**src/rtl/hazard_scoreboard_ctrl.sv**
```systemverilog
// hazard_scoreboard_ctrl
// Decode-stage sequencer for the 16-bit pipeline. A per-register pending-write
// counter detects RAW hazards and stalls decode. A taken branch starts a fixed
// flush sequence and removes the scoreboard entries of the killed instructions.
// Optional feature macro: HAZARD_WB_BYPASS_EN. When it is defined, a source whose
// only outstanding write is retiring this cycle is forwarded by the regfile and
// does not stall.
module hazard_scoreboard_ctrl #(
  parameter int NREGS        = 16,
  parameter int RW           = 4,
  parameter int CNT_W        = 2,
  parameter int KILL_DEPTH   = 2,
  parameter int FLUSH_CYCLES = 2
) (
  input  logic          clk,
  input  logic          rst,
  input  logic          dec_valid,
  input  logic [RW-1:0] dec_rs1,
  input  logic [RW-1:0] dec_rs2,
  input  logic          dec_use1,
  input  logic          dec_use2,
  input  logic [RW-1:0] dec_rd,
  input  logic          dec_wr,
  input  logic          wb_valid,
  input  logic [RW-1:0] wb_rd,
  input  logic          br_flush,
  output logic          stall,
  output logic          bubble,
  output logic          issue,
  output logic          flushing
);

  localparam int FC_W = (FLUSH_CYCLES > 1) ? $clog2(FLUSH_CYCLES) : 1;
  localparam logic [CNT_W-1:0] CNT_MAX = '1;

  typedef enum logic {RUN, FLUSH} state_t;

  state_t                      state;
  logic [FC_W-1:0]             fcnt;
  logic [CNT_W-1:0]            cnt     [NREGS];
  logic [CNT_W-1:0]            cnt_nxt [NREGS];
  logic [KILL_DEPTH-1:0]       hist_v;
  logic [KILL_DEPTH-1:0][RW-1:0] hist_rd;

  logic byp1, byp2;
  logic busy1, busy2;
  logic hazard, sat;

  // Number of history entries that target register r.
  function automatic int kill_hits(input logic [RW-1:0] r,
                                   input logic [KILL_DEPTH-1:0] hv,
                                   input logic [KILL_DEPTH-1:0][RW-1:0] hrd);
    int n;
    n = 0;
    for (int k = 0; k < KILL_DEPTH; k++) begin
      if (hv[k] && (hrd[k] == r)) n++;
    end
    return n;
  endfunction

  // Apply one increment and ndec decrements, clamping to [0, CNT_MAX].
  function automatic logic [CNT_W-1:0] sat_update(input logic [CNT_W-1:0] c,
                                                  input logic inc,
                                                  input int ndec);
    int n;
    n = int'(c) + (inc ? 1 : 0) - ndec;
    if (n < 0) n = 0;
    if (n > int'(CNT_MAX)) n = int'(CNT_MAX);
    return CNT_W'(n);
  endfunction

`ifdef HAZARD_WB_BYPASS_EN
  assign byp1 = wb_valid && (wb_rd == dec_rs1) && (cnt[dec_rs1] == CNT_W'(1));
  assign byp2 = wb_valid && (wb_rd == dec_rs2) && (cnt[dec_rs2] == CNT_W'(1));
`else
  assign byp1 = 1'b0;
  assign byp2 = 1'b0;
`endif

  assign busy1  = dec_use1 && (dec_rs1 != '0) && (cnt[dec_rs1] != '0) && !byp1;
  assign busy2  = dec_use2 && (dec_rs2 != '0) && (cnt[dec_rs2] != '0) && !byp2;
  assign hazard = dec_valid && (busy1 || busy2);
  assign sat    = dec_valid && dec_wr && (dec_rd != '0) && (cnt[dec_rd] == CNT_MAX) &&
                  !(wb_valid && (wb_rd == dec_rd));

  // Pipeline-register controls; flush overrides everything, reset forces all low.
  always_comb begin
    issue  = 1'b0;
    stall  = 1'b0;
    bubble = 1'b0;
    if (!rst) begin
      if ((state == FLUSH) || br_flush) begin
        bubble = 1'b1;
      end else begin
        issue  = dec_valid && !hazard && !sat;
        stall  = hazard || sat;
        bubble = !issue;
      end
    end
  end

  // Next pending count per register: issue, retire and flush kills combined.
  always_comb begin
    cnt_nxt[0] = '0;
    for (int r = 1; r < NREGS; r++) begin
      cnt_nxt[r] = sat_update(cnt[r],
                              issue && dec_wr && (dec_rd == RW'(r)),
                              ((wb_valid && (wb_rd == RW'(r))) ? 1 : 0) +
                              (br_flush ? kill_hits(RW'(r), hist_v, hist_rd) : 0));
    end
  end

  // Scoreboard counters.
  always_ff @(posedge clk) begin
    for (int r = 0; r < NREGS; r++) begin
      if (rst) cnt[r] <= '0;
      else     cnt[r] <= cnt_nxt[r];
    end
  end

  // Issue history valid bits; cleared by reset and by a flush.
  always_ff @(posedge clk) begin
    if (rst || br_flush) begin
      hist_v <= '0;
    end else begin
      hist_v[0] <= issue && dec_wr;
      for (int k = 1; k < KILL_DEPTH; k++) hist_v[k] <= hist_v[k-1];
    end
  end

  // Issue history destination indices, shifted every cycle.
  always_ff @(posedge clk) begin
    hist_rd[0] <= dec_rd;
    for (int k = 1; k < KILL_DEPTH; k++) hist_rd[k] <= hist_rd[k-1];
  end

  // RUN/FLUSH sequencer; a branch during FLUSH restarts the bubble count.
  always_ff @(posedge clk) begin
    if (rst) begin
      state    <= RUN;
      fcnt     <= '0;
      flushing <= 1'b0;
    end else if (br_flush) begin
      state    <= FLUSH;
      fcnt     <= FC_W'(FLUSH_CYCLES - 1);
      flushing <= 1'b1;
    end else begin
      case (state)
        RUN: begin
          flushing <= 1'b0;
        end
        FLUSH: begin
          if (fcnt == '0) begin
            state    <= RUN;
            flushing <= 1'b0;
          end else begin
            fcnt     <= fcnt - FC_W'(1);
            flushing <= 1'b1;
          end
        end
        default: begin
          state    <= RUN;
          flushing <= 1'b0;
        end
      endcase
    end
  end

endmodule

```
**config.mk**
```make
export PLATFORM = sky130hd
export DESIGN_NAME = hazard_scoreboard_ctrl
export DESIGN_NICKNAME = d
export VERILOG_FILES = /design/src/rtl/hazard_scoreboard_ctrl.sv
export SDC_FILE = /design/constraint.sdc
export NUM_CORES = 1
export LEC_CHECK = 0
export ABC_AREA = 1
export CAP_MARGIN = 0
export CORE_ASPECT_RATIO = 1.25
export CORE_MARGIN = 2
export CORE_UTILIZATION = 35
export DETAILED_ROUTE_END_ITERATION = 10
export DONT_BUFFER_PORTS = 1
export PLACE_DENSITY_LB_ADDON = 0.05
export SLEW_MARGIN = 20
export SYNTH_ARGS = -nofsm -noshare
export SYNTH_HDL_FRONTEND = slang
export SYNTH_SLANG_ARGS = --single-unit
```
**constraint.sdc**
```tcl
create_clock -name clk -period 3.4 [get_ports clk]
set_clock_uncertainty 0.1 [all_clocks]
set_input_delay 0.34 -clock clk [delete_from_list [all_inputs] [get_ports clk]]
set_output_delay 0.34 -clock clk [all_outputs]
set_load 0.05 [all_outputs]
```
==> impl_metrics.ini, run 1 <==
[drt]
drt.antenna.violating_nets = 0
vias_per_cell = 4.91
first_pass_iteration_count_of_the_detailed_router = 7
detail_route.wl_per_cell_um = 16.3
first_iter_violations = 277
post-route-drc-count = 0
detailroute.via_count = 4343
drt_wl_total_um = 14400

[die]
floorplan.rows = 47
floorplan.initialDensity_pct = 35.7
die_h_um = 134
floorplan.die.width_um = 108
fp.coreArea_um2 = 13200
die_area_um2 = 14400
design.portCount = 28

[cts]
cts_max_path_bufs = 2
cts_max_level = 2
clock-root-buffer = clkbuf_16
clk_pin_slew_ns = 0.06
clk-insertion-delay-late_ns = 0.29
cts.sinks = 42
tritoncts = built
tritoncts.num_buffers = 5

[power]
power_per_cell_area_nw_per_um2 = 253
ir_drop_v = 0.000174
p_leak_nw = 2.70

[setup_path]
crit_top_cell = nand2_1
crit_slowest_cell = fa_1
path_class = reg -> reg
endpoint_kind = flop
worst_ep_required_time_ns = 3.51
crit_path_max_cell_delay_ns = 0.42
path_max_fanout = 8
critical_path.startpoint_type = flop
critical_path_arrival_ns = 3.34
critical_path_buf_inv_count = 4
cp_top_family = adder cells
cp_cell_sequence = inv_1 -> o21ai_0 -> nand2_1 -> nand2_1 -> nand2_1 -> nand2_1 -> inv_1 -> nand2_1 -> nand3_2 -> nand2_4 -> nor2_4 -> nand3_4 -> buf_12 -> nor2_2 -> ha_1 -> inv_1 -> fa_2 -> fa_1 -> ha_1 -> a31oi_1

[synthesis]
synth_simple_gate_area_share_pct = 27.8
post_synth_xor_area_fraction_pct = 0.186
synth-seq-cells = 42
synth.top_cells.by_count = 172 x nand2_1, 148 x inv_1, 75 x ha_1
synth_edf_count = 0
postSynthCellCount = 692
syn_avg_cell_area_um2 = 6.80
synth-warning-count = 0
yosys.area.top_type_share_pct = 19.9
synthesized_area_fraction_occupied_by_ao_oa_aoi_and_oai_cells_pct = 8.16
synth_top_family_by_area = adder cells
syn_nets = 821
mappedNetlistArea_um2 = 4700
yosys_most_used_dff = dfxtp_1
sequential_area_share_after_synthesis_pct = 17.9
post-synth-top-count-cell = nand2_1
async_reset_ff_share_pct = 0
post_synth_num_cell_types = 28
post_synth_fa_ha_maj_area_fraction_pct = 32.7
synthMuxAreaShare_pct = 0
synth_largest_area_cell = ha_1
synthTopCellsByArea = ha_1 20%, dfxtp_1 18%, nand2_1 14%

[placement]
detailedPlacementHpwl_um = 12100
placedCellCount = 870
globalplace.congestion = 0.874
dpl_worst_slack_ns = -0.230
port_buffers = 0

[timing]
max_freq_ghz = 0.309
final_critical_path_setup_slack_ns = 0.166
timing_hold_violations_final = 0
tightest_slew_ns = 0.413
final_cycle_share_pct = 95.1
worst_slew_margin_rel_pct = 72.4
worst_hold_slack_ns = 0.0275
min_period_ns = 3.23
final_total_negative_setup_slack_ns = 0
number_of_endpoints_failing_setup_at_the_final_stage = 0
timing_max_transition_violations_final = 0

[finish]
drive_above_1_share_pct = 11.2
fin_nets = 842
final-instance-count-excl-fill = 885
n_antenna_cell = 0
fin_util_pct = 40.2
areaGrowthSynthToFinish_pct = 12.7

[global_routing]
via_count_of_the_first_global_routing_pass = 4365
antenna_found_initial = 0
globalRouteTotalUtil_pct = 20.9
grt_max_degree = 36
grt_overflow = 0
grt_first_pass_wirelength_um = 22900

[flow_run]
drv_cap = 0

[outcome]
outcome = complete, no violations

[min_path]
timing.hold.worst.class = in -> reg
==> cell usage in the layout, fill, tap and decap left out, types with 2 or more instances in the layout <==
| master | Yosys | layout |
|---|---|---|
| nor3_1 | 8 | 8 |
| nor2_1 | 73 | 70 |
| o21ai_0 | 23 | 23 |
| a31oi_2 | 0 | 2 |
| clkbuf_16 | 0 | 5 |
| ha_1 | 75 | 75 |
| inv_2 | 4 | 4 |
| nand2_1 | 172 | 171 |
| nor2_2 | 10 | 13 |
| buf_4 | 2 | 17 |
| a21oi_1 | 12 | 12 |
| fa_1 | 30 | 17 |
| inv_1 | 148 | 148 |
| a31oi_1 | 30 | 28 |
| nand3_2 | 1 | 2 |
| dlygate4sd3_1 | 0 | 4 |
| dfxtp_2 | 0 | 14 |
| dfxtp_1 | 42 | 28 |
| fa_2 | 0 | 13 |
| nand3_1 | 45 | 44 |
==> flip-flops by register name, indices dropped and copies added (netlist names) <==
signal	flops
hist_v	2
fcnt	1
cnt	30
hist_rd	8
flushing	1
==> logic make-up after synthesis <==
group                    Yosys count
buffers and inverters            162
AND/OR/NAND/NOR                  314
flip-flops                        42
AO/OA/AOI/OAI                     68
XOR/XNOR                           1
adder cells (fa/ha/maj)          105
==> routing by layer <==
metal | part of all wire (%) | wire length (um) | GRT usage [%] | up-vias
met4 | 3.5 | 503 | 7.83 | 0
met5 | 0 | 0 | 0 | -
met1 | 43 | 6250 | 26.2 | 2019
met2 | 49 | 7010 | 35.7 | 97
met3 | 4.4 | 628 | 3.62 | 26
li1 | - | - | - | 2201
==> per-stage QoR <==
step | power [W] | area [um^2]
2_1_floorplan | 0.000744 | 4700
3_3_place_gp | 0.000823 | 4990
3_5_place_dp | 0.000827 | 4990
4_1_cts | 0.00135 | 5220
5_1_grt | 0.00141 | 5300
6_report | 0.00134 | 5300
==> what timing repair did <==
item                                    4_1_cts  5_1_grt
cloned                                        0        0
pin swaps                                     1       11
gates resized for setup                       3       33
buffers inserted                              3        0
hold endpoints to repair                      4        0
hold buffers                                  4        0
endpoints found under the setup margin        6       30
==> power breakdown <==
| part | switching, W | internal [W] |
|---|---|---|
| clock network | 0.000221 | 0.000292 |
| logic | 0.000168 | 0.000104 |
| registers | 0.0000340 | 0.000524 |
| total | 0.000422 | 0.000920 |
==> area by class of cell <==
| type | count | area [um^2] |
|---|---|---|
| inverters | 153 | 574 |
| flip-flops and latches | 42 | 858 |
| well taps | 171 | 214 |
| fillers | 1457 | 7870 |
| clock inverters | 2 | 12.5 |
| repair buffers | 23 | 199 |
| multi-input cells | 488 | 3300 |
| clock buffers | 6 | 139 |
==> path summary, 6_finish.rpt <==
| kind | endpoint | cells past startpoint | start | slack (ns) |
|---|---|---|---|---|
| setup / recovery | cnt[14][0] | 20 | cnt[12][1] | 0.17 |
| hold / removal | hist_v[1] | 1 | br_flush | 0.03 |
| setup reg to reg | cnt[14][0] | 20 | cnt[12][1] | 0.17 |
| hold reg to reg | hist_rd[6] | 0 | hist_rd[2] | 0.29 |
(Power assumes the default switching activity.)
==> run 2: changes to the inputs <==
ABC_AREA = unset   (was 1)
==> impl_metrics.ini, run 2 <==
[outcome]
outcome = finished, violations left
failed_checks = negative setup slack

[placement]
detailedPlacementHpwl_um = 10700
port_buffers = 0
globalplace.congestion = 0.841
placed_area_um2 = 5120

[synthesis]
synth-seq-cells = 42
synth_edf_count = 0
sequential_area_share_after_synthesis_pct = 18.8
postSynthCellCount = 534
syn_nets = 663
async_reset_ff_share_pct = 0
synth_largest_area_cell = ha_1
synthTopCellsByArea = ha_1 21%, dfxtp_1 19%, fa_1 13%
post-synth-top-count-cell = inv_1
synth.top_cells.by_count = 82 x inv_1, 75 x ha_1, 54 x nand2_1
mappedNetlistArea_um2 = 4470
syn_avg_cell_area_um2 = 8.37
synth-warning-count = 0
yosys.area.top_type_share_pct = 21.0
post_synth_num_cell_types = 45
yosys_most_used_dff = dfxtp_1

[cts]
cts_max_level = 2
cts_max_path_bufs = 2
clock-root-buffer = clkbuf_16
tritoncts = built
tritoncts.num_buffers = 5
clk-insertion-delay-late_ns = 0.29
cts.sinks = 42
clk_pin_slew_ns = 0.07

[setup_path]
cp_top_family = adder cells
path_max_fanout = 6
cp_cell_sequence = nor2_4 -> mux4_2 -> mux2_4 -> a221o_1 -> o211ai_4 -> buf_12 -> buf_16 -> nor3_1 -> ha_1 -> inv_2 -> fa_2 -> fa_2 -> ha_1 -> nor2b_4 -> a21oi_1
critical_path.startpoint_type = flop
critical_path_arrival_ns = 3.79
critical_path_buf_inv_count = 3
worst_ep_required_time_ns = 3.48
path_class = reg -> reg
crit_path_max_cell_delay_ns = 0.47
crit_slowest_cell = mux4_2
endpoint_kind = flop

[die]
floorplan.die.width_um = 105
design.portCount = 28
floorplan.initialDensity_pct = 35.5
die_area_um2 = 13700
floorplan.rows = 46
fp.coreArea_um2 = 12600
die_h_um = 130

[finish]
final_common_cell = inv_1
max_flop_register = cnt
drive_above_1_share_pct = 32.3
areaGrowthSynthToFinish_pct = 28.8
fin_nets = 713
finish.instance_area_um2 = 5760
most-common-layout-cells = 71 x inv_1, 63 x ha_1, 54 x nand2_1
fillCellCount = 1248
n_antenna_cell = 0
largest_register_ffs = 30
largestRegisters = cnt: 30 flops, hist_rd: 8 flops, hist_v: 2 flops

[timing]
worst_slew_margin_rel_pct = 57.8
tightest_slew_ns = 0.624
grt_setup_unrepaired = true
final_critical_path_setup_slack_ns = -0.311
timing_max_transition_violations_final = 0
number_of_endpoints_failing_setup_at_the_final_stage = 30
min_period_ns = 3.71
max_freq_ghz = 0.269
timing_hold_violations_final = 0
final_cycle_share_pct = 109
final_total_negative_setup_slack_ns = -7.55

[drt]
drt.antenna.violating_nets = 0
detailroute.via_count = 3839
drt_wl_total_um = 13200
first_pass_iteration_count_of_the_detailed_router = 4
detail_route.wl_per_cell_um = 17.6
first_iter_violations = 153
post-route-drc-count = 0
vias_per_cell = 5.10

[min_path]
timing.hold.worst.class = in -> reg

[power]
ir_drop_v = 0.000225
p_leak_nw = 2.55
power_per_cell_area_nw_per_um2 = 270

[global_routing]
via_count_of_the_first_global_routing_pass = 4069
grt_overflow = 0
globalRouteTotalUtil_pct = 20.2
antenna_found_initial = 0
grt_max_degree = 36
grt_first_pass_wirelength_um = 21100

[flow_run]
drv_cap = 0
[run 2: cell count changes in the layout (fill, tap and decap cells not counted), moves of 17 or more]
cell,previous run,this run
a31oi_1,28,3
buf_4,17,47
fa_1,17,0
fa_2,13,30
inv_1,148,71
nand2_1,171,54
nand3_1,44,12
nor2_1,70,40
nor3_1,8,28
o21ai_0,23,4
[run 2: where the power goes]
part           internal [W]  switching (W)  leakage, nW
registers          0.000524      0.0000247        0.352
clock network      0.000423       0.000218       0.0940
logic              0.000187       0.000181         2.11
[run 2: final timing paths]
kind	startpoint	endpoint	slack, ns	cells past startpoint
min	rst	fcnt	0.01	1
max	cnt[14][0]	cnt[7][0]	-0.31	15
min reg2reg	hist_rd[0]	hist_rd[4]	0.29	0
max reg2reg	cnt[14][0]	cnt[7][0]	-0.31	15
[run 2: per-stage QoR]
stage	util (%)	power, W	worst slack (ns)	hold WS (ns)	std cells
3_5_place_dp	40.6	0.000863	-0.394	0.269	735
2_1_floorplan	-	0.000756	-0.121	0.229	534
6_report	45.7	0.00156	-0.311	0.0114	753
5_1_grt	45.7	0.00163	-0.403	0.00435	753
3_3_place_gp	40.6	0.000861	-0.356	0.269	735
4_1_cts	44.2	0.00156	-0.342	0.00674	751
[run 2: what timing repair did]
action | CTS | global route
hold endpoints to repair | 4 | 0
resized for setup | 48 | 28
cloned | 1 | 0
buffers inserted | 3 | 2
hold buffers | 4 | 0
setup endpoints to repair | 30 | 30
pin swaps | 44 | 30
[run 2: cells by family (layout without fill, tap and decap cells)]
group / count (synthesis) / in the layout / synth area share [%]
muxes: 7 / 7 / 3.44
and+or+nand+nor: 207 / 207 / 22.6
xor gates and xnor gates: 4 / 4 / 0.784
DFF: 42 / 42 / 18.8
adders and majority gates: 105 / 105 / 34.4
AOI/OAI and AO/OA: 73 / 73 / 11.2
buffers and inverters: 96 / 147 / 8.73
[run 2: area by class of cell]
type,instances,area [um^2],share of cell area (%)
clock buffer,5,125,2.17
clock inverter,3,68.8,1.19
inverter,84,328,5.69
multi-input combinational,396,3700,64.2
sequential,42,861,14.9
tap,168,210,3.65
timing repair buffer,55,472,8.19
[run 2: layer usage]
| layer | global-route usage, % | up-vias | share of wire [%] |
|---|---|---|---|
| li1 | - | 1893 | - |
| met2 | 39.0 | 65 | 54 |
| met4 | 3.53 | 0 | 0.94 |
| met5 | 0 | - | 0 |
| met3 | 2.48 | 7 | 4.7 |
| met1 | 24.4 | 1874 | 41 |
